`config.mk`:
```
export PLATFORM = sky130hd
export DESIGN_NAME = board_editor
export DESIGN_NICKNAME = d
export VERILOG_FILES = /design/src/rtl/board_editor.sv
export SDC_FILE = /design/constraint.sdc
export NUM_CORES = 1
export LEC_CHECK = 0
export CAP_MARGIN = 20
export CORE_MARGIN = 3
export CORE_UTILIZATION = 50
export DETAILED_ROUTE_END_ITERATION = 10
export PLACE_DENSITY = 0.85
export RECOVER_POWER = 100
export SETUP_SLACK_MARGIN = 0.2
export SLEW_MARGIN = 20
export SYNTH_ARGS = -nofsm -noshare
export SYNTH_HDL_FRONTEND = slang
export SYNTH_SLANG_ARGS = --single-unit
```
`constraint.sdc`:
```
create_clock -name clk_130mhz -period 1.92 [get_ports clk_130mhz]
set_input_delay 0.576 -clock clk_130mhz [delete_from_list [all_inputs] [get_ports clk_130mhz]]
set_output_delay 0.576 -clock clk_130mhz [all_outputs]
set_load 0.005 [all_outputs]
```
`src/rtl/board_editor.sv`:
```
`default_nettype none
// ============================================================================
// Module   : board_editor
// Purpose  : Write side of the board memory: cursor toggles by read-modify-
//            write and whole-board clears, confined to the blanking window.
//            Optional macro BOARD_EDIT_COUNT_EN adds the edit_count_out port.
// Revision : 1.0  initial release
// ============================================================================
module board_editor #(
    parameter int WORD_SIZE      = 16,
    parameter int LOG_WORD_SIZE  = 4,
    parameter int BOARD_SIZE     = 256,
    parameter int LOG_BOARD_SIZE = 8,
    parameter int LOG_MAX_ADDR   = 12,
    parameter int READ_LATENCY   = 2
) (
    input  logic                      clk_130mhz,
    input  logic                      rst_n_in,
    input  logic [LOG_BOARD_SIZE-1:0] cursor_x_in,
    input  logic [LOG_BOARD_SIZE-1:0] cursor_y_in,
    input  logic                      toggle_in,
    input  logic                      clear_in,
    input  logic                      done_in,
    input  logic [WORD_SIZE-1:0]      data_r_in,
    output logic [LOG_MAX_ADDR-1:0]   addr_out,
    output logic [WORD_SIZE-1:0]      data_w_out,
    output logic                      we_out,
    output logic                      busy_out,
`ifdef BOARD_EDIT_COUNT_EN
    output logic [15:0]               edit_count_out,
`endif
    output logic                      edit_done_out
);

    localparam int                      c_LAT_W     = $clog2(READ_LATENCY + 1);
    localparam logic [c_LAT_W-1:0]      c_LAT_LAST  = c_LAT_W'(READ_LATENCY - 1);
    localparam logic [LOG_MAX_ADDR-1:0] c_LAST_ADDR = LOG_MAX_ADDR'(BOARD_SIZE * BOARD_SIZE / WORD_SIZE - 1);

    typedef enum logic [2:0] {
        S_IDLE       = 3'd0,
        S_WAIT_WIN_T = 3'd1,
        S_READ       = 3'd2,
        S_WAIT_DATA  = 3'd3,
        S_WRITE      = 3'd4,
        S_CLEAR      = 3'd5
    } state_t;

    state_t                    r_state;
    state_t                    w_next;
    logic [LOG_BOARD_SIZE-1:0] r_cur_x;
    logic [LOG_BOARD_SIZE-1:0] r_cur_y;
    logic [LOG_MAX_ADDR-1:0]   r_clr_ptr;
    logic [WORD_SIZE-1:0]      r_wdata;
    logic [c_LAT_W-1:0]        r_lat_cnt;
    logic                      r_edit_done;

    logic                      w_accept_t;
    logic                      w_lat_start;
    logic                      w_capture;
    logic                      w_clr_step;
    logic                      w_finish;
    logic [LOG_MAX_ADDR-1:0]   w_edit_addr;
    logic [LOG_WORD_SIZE-1:0]  w_bit_idx;
    logic [WORD_SIZE-1:0]      w_mask;

    // Row-major word address; leftmost cell of a word sits in its MSB, so the
    // bit index WORD_SIZE-1-x reduces to the inverted low column bits.
    assign w_edit_addr = {r_cur_y, r_cur_x[LOG_BOARD_SIZE-1:LOG_WORD_SIZE]};
    assign w_bit_idx   = ~r_cur_x[LOG_WORD_SIZE-1:0];
    assign w_mask      = {{(WORD_SIZE-1){1'b0}}, 1'b1} << w_bit_idx;

    assign busy_out      = (r_state != S_IDLE);
    assign edit_done_out = r_edit_done;

    always_ff @(posedge clk_130mhz or negedge rst_n_in) begin
        if (!rst_n_in) begin
            r_state <= S_IDLE;
        end else begin
            r_state <= w_next;
        end
    end

    always_comb begin
        w_next      = r_state;
        addr_out    = '0;
        data_w_out  = '0;
        we_out      = 1'b0;
        w_accept_t  = 1'b0;
        w_lat_start = 1'b0;
        w_capture   = 1'b0;
        w_clr_step  = 1'b0;
        w_finish    = 1'b0;
        case (r_state)
            S_IDLE: begin
                if (clear_in) begin
                    w_next = S_CLEAR;
                end else if (toggle_in) begin
                    w_next     = S_WAIT_WIN_T;
                    w_accept_t = 1'b1;
                end
            end
            S_WAIT_WIN_T: begin
                if (done_in) begin
                    w_next = S_READ;
                end
            end
            S_READ: begin
                addr_out = w_edit_addr;
                if (done_in) begin
                    w_next      = S_WAIT_DATA;
                    w_lat_start = 1'b1;
                end else begin
                    w_next = S_WAIT_WIN_T;
                end
            end
            S_WAIT_DATA: begin
                addr_out = w_edit_addr;
                if (!done_in) begin
                    w_next = S_WAIT_WIN_T;
                end else if (r_lat_cnt == c_LAT_LAST) begin
                    w_next    = S_WRITE;
                    w_capture = 1'b1;
                end
            end
            S_WRITE: begin
                addr_out   = w_edit_addr;
                data_w_out = r_wdata;
                // A window that closed after capture forces a fresh read.
                if (done_in) begin
                    we_out   = 1'b1;
                    w_finish = 1'b1;
                    w_next   = S_IDLE;
                end else begin
                    w_next = S_WAIT_WIN_T;
                end
            end
            S_CLEAR: begin
                addr_out = r_clr_ptr;
                if (done_in) begin
                    we_out     = 1'b1;
                    w_clr_step = 1'b1;
                    if (r_clr_ptr == c_LAST_ADDR) begin
                        w_finish = 1'b1;
                        w_next   = S_IDLE;
                    end
                end
            end
            default: begin
                w_next = S_IDLE;
            end
        endcase
    end

    always_ff @(posedge clk_130mhz or negedge rst_n_in) begin
        if (!rst_n_in) begin
            r_cur_x     <= '0;
            r_cur_y     <= '0;
            r_clr_ptr   <= '0;
            r_wdata     <= '0;
            r_lat_cnt   <= '0;
            r_edit_done <= 1'b0;
        end else begin
            r_edit_done <= w_finish;
            if (w_accept_t) begin
                r_cur_x <= cursor_x_in;
                r_cur_y <= cursor_y_in;
            end
            if (w_lat_start) begin
                r_lat_cnt <= '0;
            end else if (r_state == S_WAIT_DATA) begin
                r_lat_cnt <= r_lat_cnt + c_LAT_W'(1);
            end
            if (w_capture) begin
                r_wdata <= data_r_in ^ w_mask;
            end
            if (w_clr_step) begin
                r_clr_ptr <= (r_clr_ptr == c_LAST_ADDR) ? '0 : r_clr_ptr + LOG_MAX_ADDR'(1);
            end
        end
    end

`ifdef BOARD_EDIT_COUNT_EN
    logic [15:0] r_edit_count;

    always_ff @(posedge clk_130mhz or negedge rst_n_in) begin
        if (!rst_n_in) begin
            r_edit_count <= '0;
        end else if (w_finish) begin
            r_edit_count <= r_edit_count + 16'd1;
        end
    end

    assign edit_count_out = r_edit_count;
`endif

endmodule

`default_nettype wire

```
Word level (Yosys, flattened, before mapping). Index checks and enable logic that the tools add are counted. W data, S select, Z words.

Word-level logic and storage cells: 58. Output and inout port bits: 31. Input port bits: 37. Flip-flop bits (word level): 50.

Add/subtract/negate cells: 2. Mux-type cells: 28. Eq/ne operators: 12. Reductions and logical operators: 6. Bitwise gates (word level): 2. Shift operators: 1.

Operators with widths (number): $pmux W12 S2 (1); $mux W3 (7); $pmux W3 S6 (1); $mux W16 (1); $shl A1 B4 Y16 const A (1); $xor A16 B16 Y16 (1); $mux W1 (13); $add A12 B1 Y12 const B (1); $eq A12 B12 Y1 const B (1); $mux W12 (1); $eq A3 B2 Y1 const B (2); $eq A3 B3 Y1 const B (2); $mux W2 (3); $ne A2 B2 Y1 const B (3); $ne A3 B3 Y1 const B (2); $reduce_and A5 Y1 (1); $not A4 Y4 (1); $eq A3 B1 Y1 const B (1); $logic_not A3 Y1 (1); $reduce_bool A3 Y1 (1); $reduce_or A3 Y1 (1); $add A2 B1 Y2 const B (1); $eq A2 B1 Y1 const B (1); $pmux W1 S2 (1); 2 further kinds (2).

Depth between registers and ports, before layout.
Depth after elaboration: 4. Gate-level depth with buffers: 7. Mapped depth without buffers: 6.

Least setup slack after synthesis. Ideal clock, no wire load.

Path type: register to output. From: register r_state[1]. To: output addr_out[0]. Setup slack: 117 ps. Cell stages (with the launch flop): 6. Arrival: 1227 ps. Cells stage by stage: dfrtp_1 > buf_2 > nor2b_1 > clkbuf_1 > nand2_1 > o21ai_0.

Cells in the longest elaborated chain, start to end: 3. Elaborated cells on any way between the ends: 6. Classes of those cells: eq/ne (4); mux (1); reduce/logical (1).

RTL lines: from (decl) (RTL line 48) `state_t r_state;`; from (signal assigned) (RTL line 79) `r_state <= w_next;`; $eq A3 B2 Y1 / $eq A3 B3 Y1 (equally long branches) (RTL line 93) `case (r_state)`; $reduce_or A3 Y1 (no line); $pmux W12 S2 * (RTL line 93); to (decl) (RTL line 25) `output logic [LOG_MAX_ADDR-1:0] addr_out,`.

Every way passes the cells marked *; elsewhere a longest branch is shown, timed or not.

Worst setup path in the final report.
From: register r_state[1]. To: output data_w_out[1].

Cells in the longest elaborated chain, start to end: 2.

RTL lines: $eq A3 B3 Y1 (RTL line 93); $mux W16 (RTL line 93); to (decl) (RTL line 26) `output logic [WORD_SIZE-1:0] data_w_out,`.

Every way passes these cells.

==> summary.log <==
qor: power.ir_drop 718 uV
qor: worst_setup_path.setup.worst_path.end_class output port
qor: grt.initial_antenna_violation_count 0
qor: worst_setup_path.crit_path_max_cell_delay 0.39 ns
qor: yosys.top_cells_by_area_in_the_synthesized_netlist dfrtp_1 45%, xnor2_1 7.2%, mux2_4 5.4%
qor: worst_setup_path.critical_path.startpoint_type flip-flop
qor: timing.final.setup.tns -3.92 ns
qor: floorplan.coreArea 5270 um^2
qor: timing.rsz0062_at_grt true
qor: worst_setup_path.timing.reg2reg.worst_path_depth 7
qor: floorplan.floorplan.rows 26
qor: final_layout.finalNonFillerCells 463
qor: timing.slew_viol_final 0
qor: final_layout.flow.area_growth_from_synthesis 48.6%
qor: worst_setup_path.criticalPathCategory flip-flop to output port
qor: routing.via_count 2584
qor: final_layout.fraction_of_layout_instances_using_a_drive_strength_above_1 33.8%
qor: timing.final.period_utilization 110%
qor: power.power.static_leakage 0.00194 uW
qor: grt.gr-total-overflow 0
qor: final_layout.n_antenna_cell 0
qor: worst_setup_path.critical_path_peak_fanout 7
qor: final_layout.final_nets 431
qor: floorplan.die-height 80.8 um
qor: worst_setup_path.cp_data_arrival_time 1.54 ns
qor: cts.tritoncts.num_buffers 5
qor: floorplan.floorplan.initialDensity 53.1%
qor: yosys.ys_warn_count 0
qor: routing.drc 0
qor: yosys.synthDominantCellAreaShare 44.7%
qor: routing.drt-initial-drc-count 183
qor: power.power.density 1240 nW/um^2
qor: grt.grt_max_degree 33
qor: cts.tritoncts_num_sinks 50
qor: yosys.synth_area 2800 um^2
qor: worst_setup_path.worstPathRequired 1.34 ns
qor: routing.drt.antenna.violating_nets 0
qor: timing.finalSetupViolCount 39
qor: cts.post_cts_hold_buffer_count 0
qor: cts.clkLatencyLatePin 0.31 ns
qor: cts.tritoncts_clock_tree yes
qor: yosys.synth_largest_area_cell dfrtp_1
qor: timing.worst_slack -0.200 ns
qor: worst_setup_path.crit_path_frequent_cell buf_6
qor: status.outcome finished, violations left
qor: worst_setup_path.worstPathCellList nand2b_4, nor2_4, buf_6, buf_6, buf_16, and2_4, buf_6
qor: yosys.synth_nets 327
qor: grt.first_global_vias 2575
qor: cts.clock_path_buffers 2
qor: yosys.synth.lib_cells_used.distinct 40
qor: flow_run.max_cap_viols 0
qor: cts.cts-root-buf clkbuf_8
qor: yosys.count_of_flip_flops_with_a_built_in_enable_after_synthesis 0
qor: timing.worst_pin_slew 1.01 ns
qor: yosys.instance_count_of_the_mapped_netlist 288
qor: routing.vias_per_cell 5.58
qor: cts.cts_htree_levels 2
qor: worst_setup_path.cpMaxStageDelayCell dfrtp_1
qor: placed_design.port-buffer-count 67
qor: timing.max-slew-margin-rel 32.7%
qor: timing.fin_worst_skew 0.00687 ns
qor: placed_design.detailedPlacementHpwl 5020 um
qor: routing.first_pass_iters 4
qor: yosys.synth_top_flop_cell dfrtp_1
qor: timing.finalCriticalPeriod 2.12 ns
qor: grt.global_route_wire_length_before_repair 12500 um
qor: timing.hold_violations 0
qor: placed_design.dpl_worst_slack -0.447 ns
qor: yosys.postSynthRegisterBits 50
qor: yosys.synth-async-reset-ratio 100%
qor: timing.achievable-frequency 472 MHz
qor: routing.routed_wirelength 8450 um
qor: placed_design.place_congestion 0.868
qor: floorplan.chipWidth 80.8 um
qor: placed_design.cell_count_post_placement 433
qor: status.failed_checks setup timing
qor: cts.worst_setup_hold_path_clk_slew 0.09 ns
qor: yosys.syn_avg_cell_area 9.72 um^2
qor: grt.gr-usage-all-layers 25.0%
qor: worst_hold_path.min-delay-path-class input port to asynchronous set/reset pin
qor: floorplan.fp.dieArea 6530 um^2
qor: routing.routedWlPerCell 18.2 um
qor: floorplan.top_level_ports 68
qor: yosys.sequential_cell_area_fraction_in_the_yosys_report 44.7%
[logic make-up after synthesis]
kind of cell / count (synthesis) / share of synthesized area, %
xor+xnor: 25 / 7.82
mux: 28 / 12.1
simple gates: 116 / 21.8
compound gates: 45 / 8.80
buf+inv: 22 / 3.89
flops: 50 / 44.7
fa+ha+maj: 2 / 0.894
[metal layers]
layer  vias to the layer above  GRT usage, %  wire length (um)
met1                      1254          31.0              3370
met3                        18          5.65               559
li1                       1194             -                 -
met2                       118          43.8              4340
met5                         -             0                 0
met4                         0          6.93               177
[state kept, by name (all words and copies together), names as in the netlist]
| signal | flops |
|---|---|
| edit_done_out | 1 |
| r_wdata | 16 |
| r_clr_ptr | 12 |
| r_lat_cnt | 2 |
| r_state | 3 |
| r_cur_x | 8 |
| r_cur_y | 8 |
[layout by cell type (no fill, tap or decap), types with 6 or more instances in the layout]
cell type,Yosys,routed
a21oi_1,22,21
and2_4,0,15
buf_2,6,15
buf_4,1,23
buf_6,2,31
clkdlybuf4s50_1,0,34
dfrtp_1,50,49
mux2_4,10,16
mux2i_1,12,12
nand2_1,23,23
nand2b_1,7,6
nor2_1,35,31
nor3_1,9,7
o21ai_1,0,9
xnor2_1,23,23
[synthesized netlist by cell type (2+ instances only)]
cell type / number
dfrtp_1: 50
clkbuf_1: 9
o21ai_0: 16
and2_1: 16
mux2_2: 6
nand3b_1: 2
nor4_1: 5
nor3_1: 9
a21oi_1: 22
xnor2_1: 23
ha_1: 2
nand2_1: 23
and3_1: 3
nor2_1: 35
mux2i_1: 12
xor2_1: 2
mux2_4: 10
buf_2: 6
buf_6: 2
nand2b_1: 7
nand4_1: 4
inv_1: 4
nand3_1: 3
[final cells by class]
| cell class | instances | area, um^2 |
|---|---|---|
| clock buffer | 7 | 76.3 |
| clock inverter | 1 | 30.0 |
| fill | 347 | 1110 |
| inverter | 4 | 15.0 |
| multi-input combinational | 216 | 1580 |
| sequential | 50 | 1250 |
| tap | 70 | 87.6 |
| timing repair buffer | 115 | 1120 |
[what timing repair did]
| action | 4_1_cts | 5_1_grt |
|---|---|---|
| endpoints found under the setup margin | 58 | 61 |
| setup buffers | 16 | 3 |
| cloned | 2 | 1 |
| resized for setup | 191 | 19 |
| pin swaps | 21 | 2 |
[metrics by stage]
stage	area [um^2]	hold slack (ns)	power, uW	util (%)
after detailed placement	3710	0.488	3870	70.4
after CTS	4100	0.219	4980	77.8
after global placement	3710	0.463	3770	70.4
after floorplan	2810	0.280	3030	-
after global routing	4160	0.490	5450	78.9
final	4160	0.414	5170	78.9
[path summary, 6_finish.rpt]
path / start / to / slack, ns
max in group asynchronous: rst_n_in / r_state[2] / 0.19
min in group clk_130mhz: r_lat_cnt[1] / r_lat_cnt[1] / 0.50
setup reg to reg: r_state[1] / r_clr_ptr[7] / -0.05
hold / removal: rst_n_in / r_cur_y[7] / 0.41
setup / recovery: r_state[1] / data_w_out[1] / -0.20
hold reg to reg: r_lat_cnt[1] / r_lat_cnt[1] / 0.50
[report_power, final]
part	total (uW)	internal [uW]	switching, uW
clock	742	391	352
combinational	2560	1450	1110
sequential	1870	1470	399
[worst max-delay path, delay by kind of cell, from the launching register on]
kind / cells / cell delay [ns]
buffers and inverters: 4 / 0.41
flip-flops: 1 / 0.39
AND/OR/NAND/NOR: 3 / 0.44
Power figures use the tool's default switching activity.
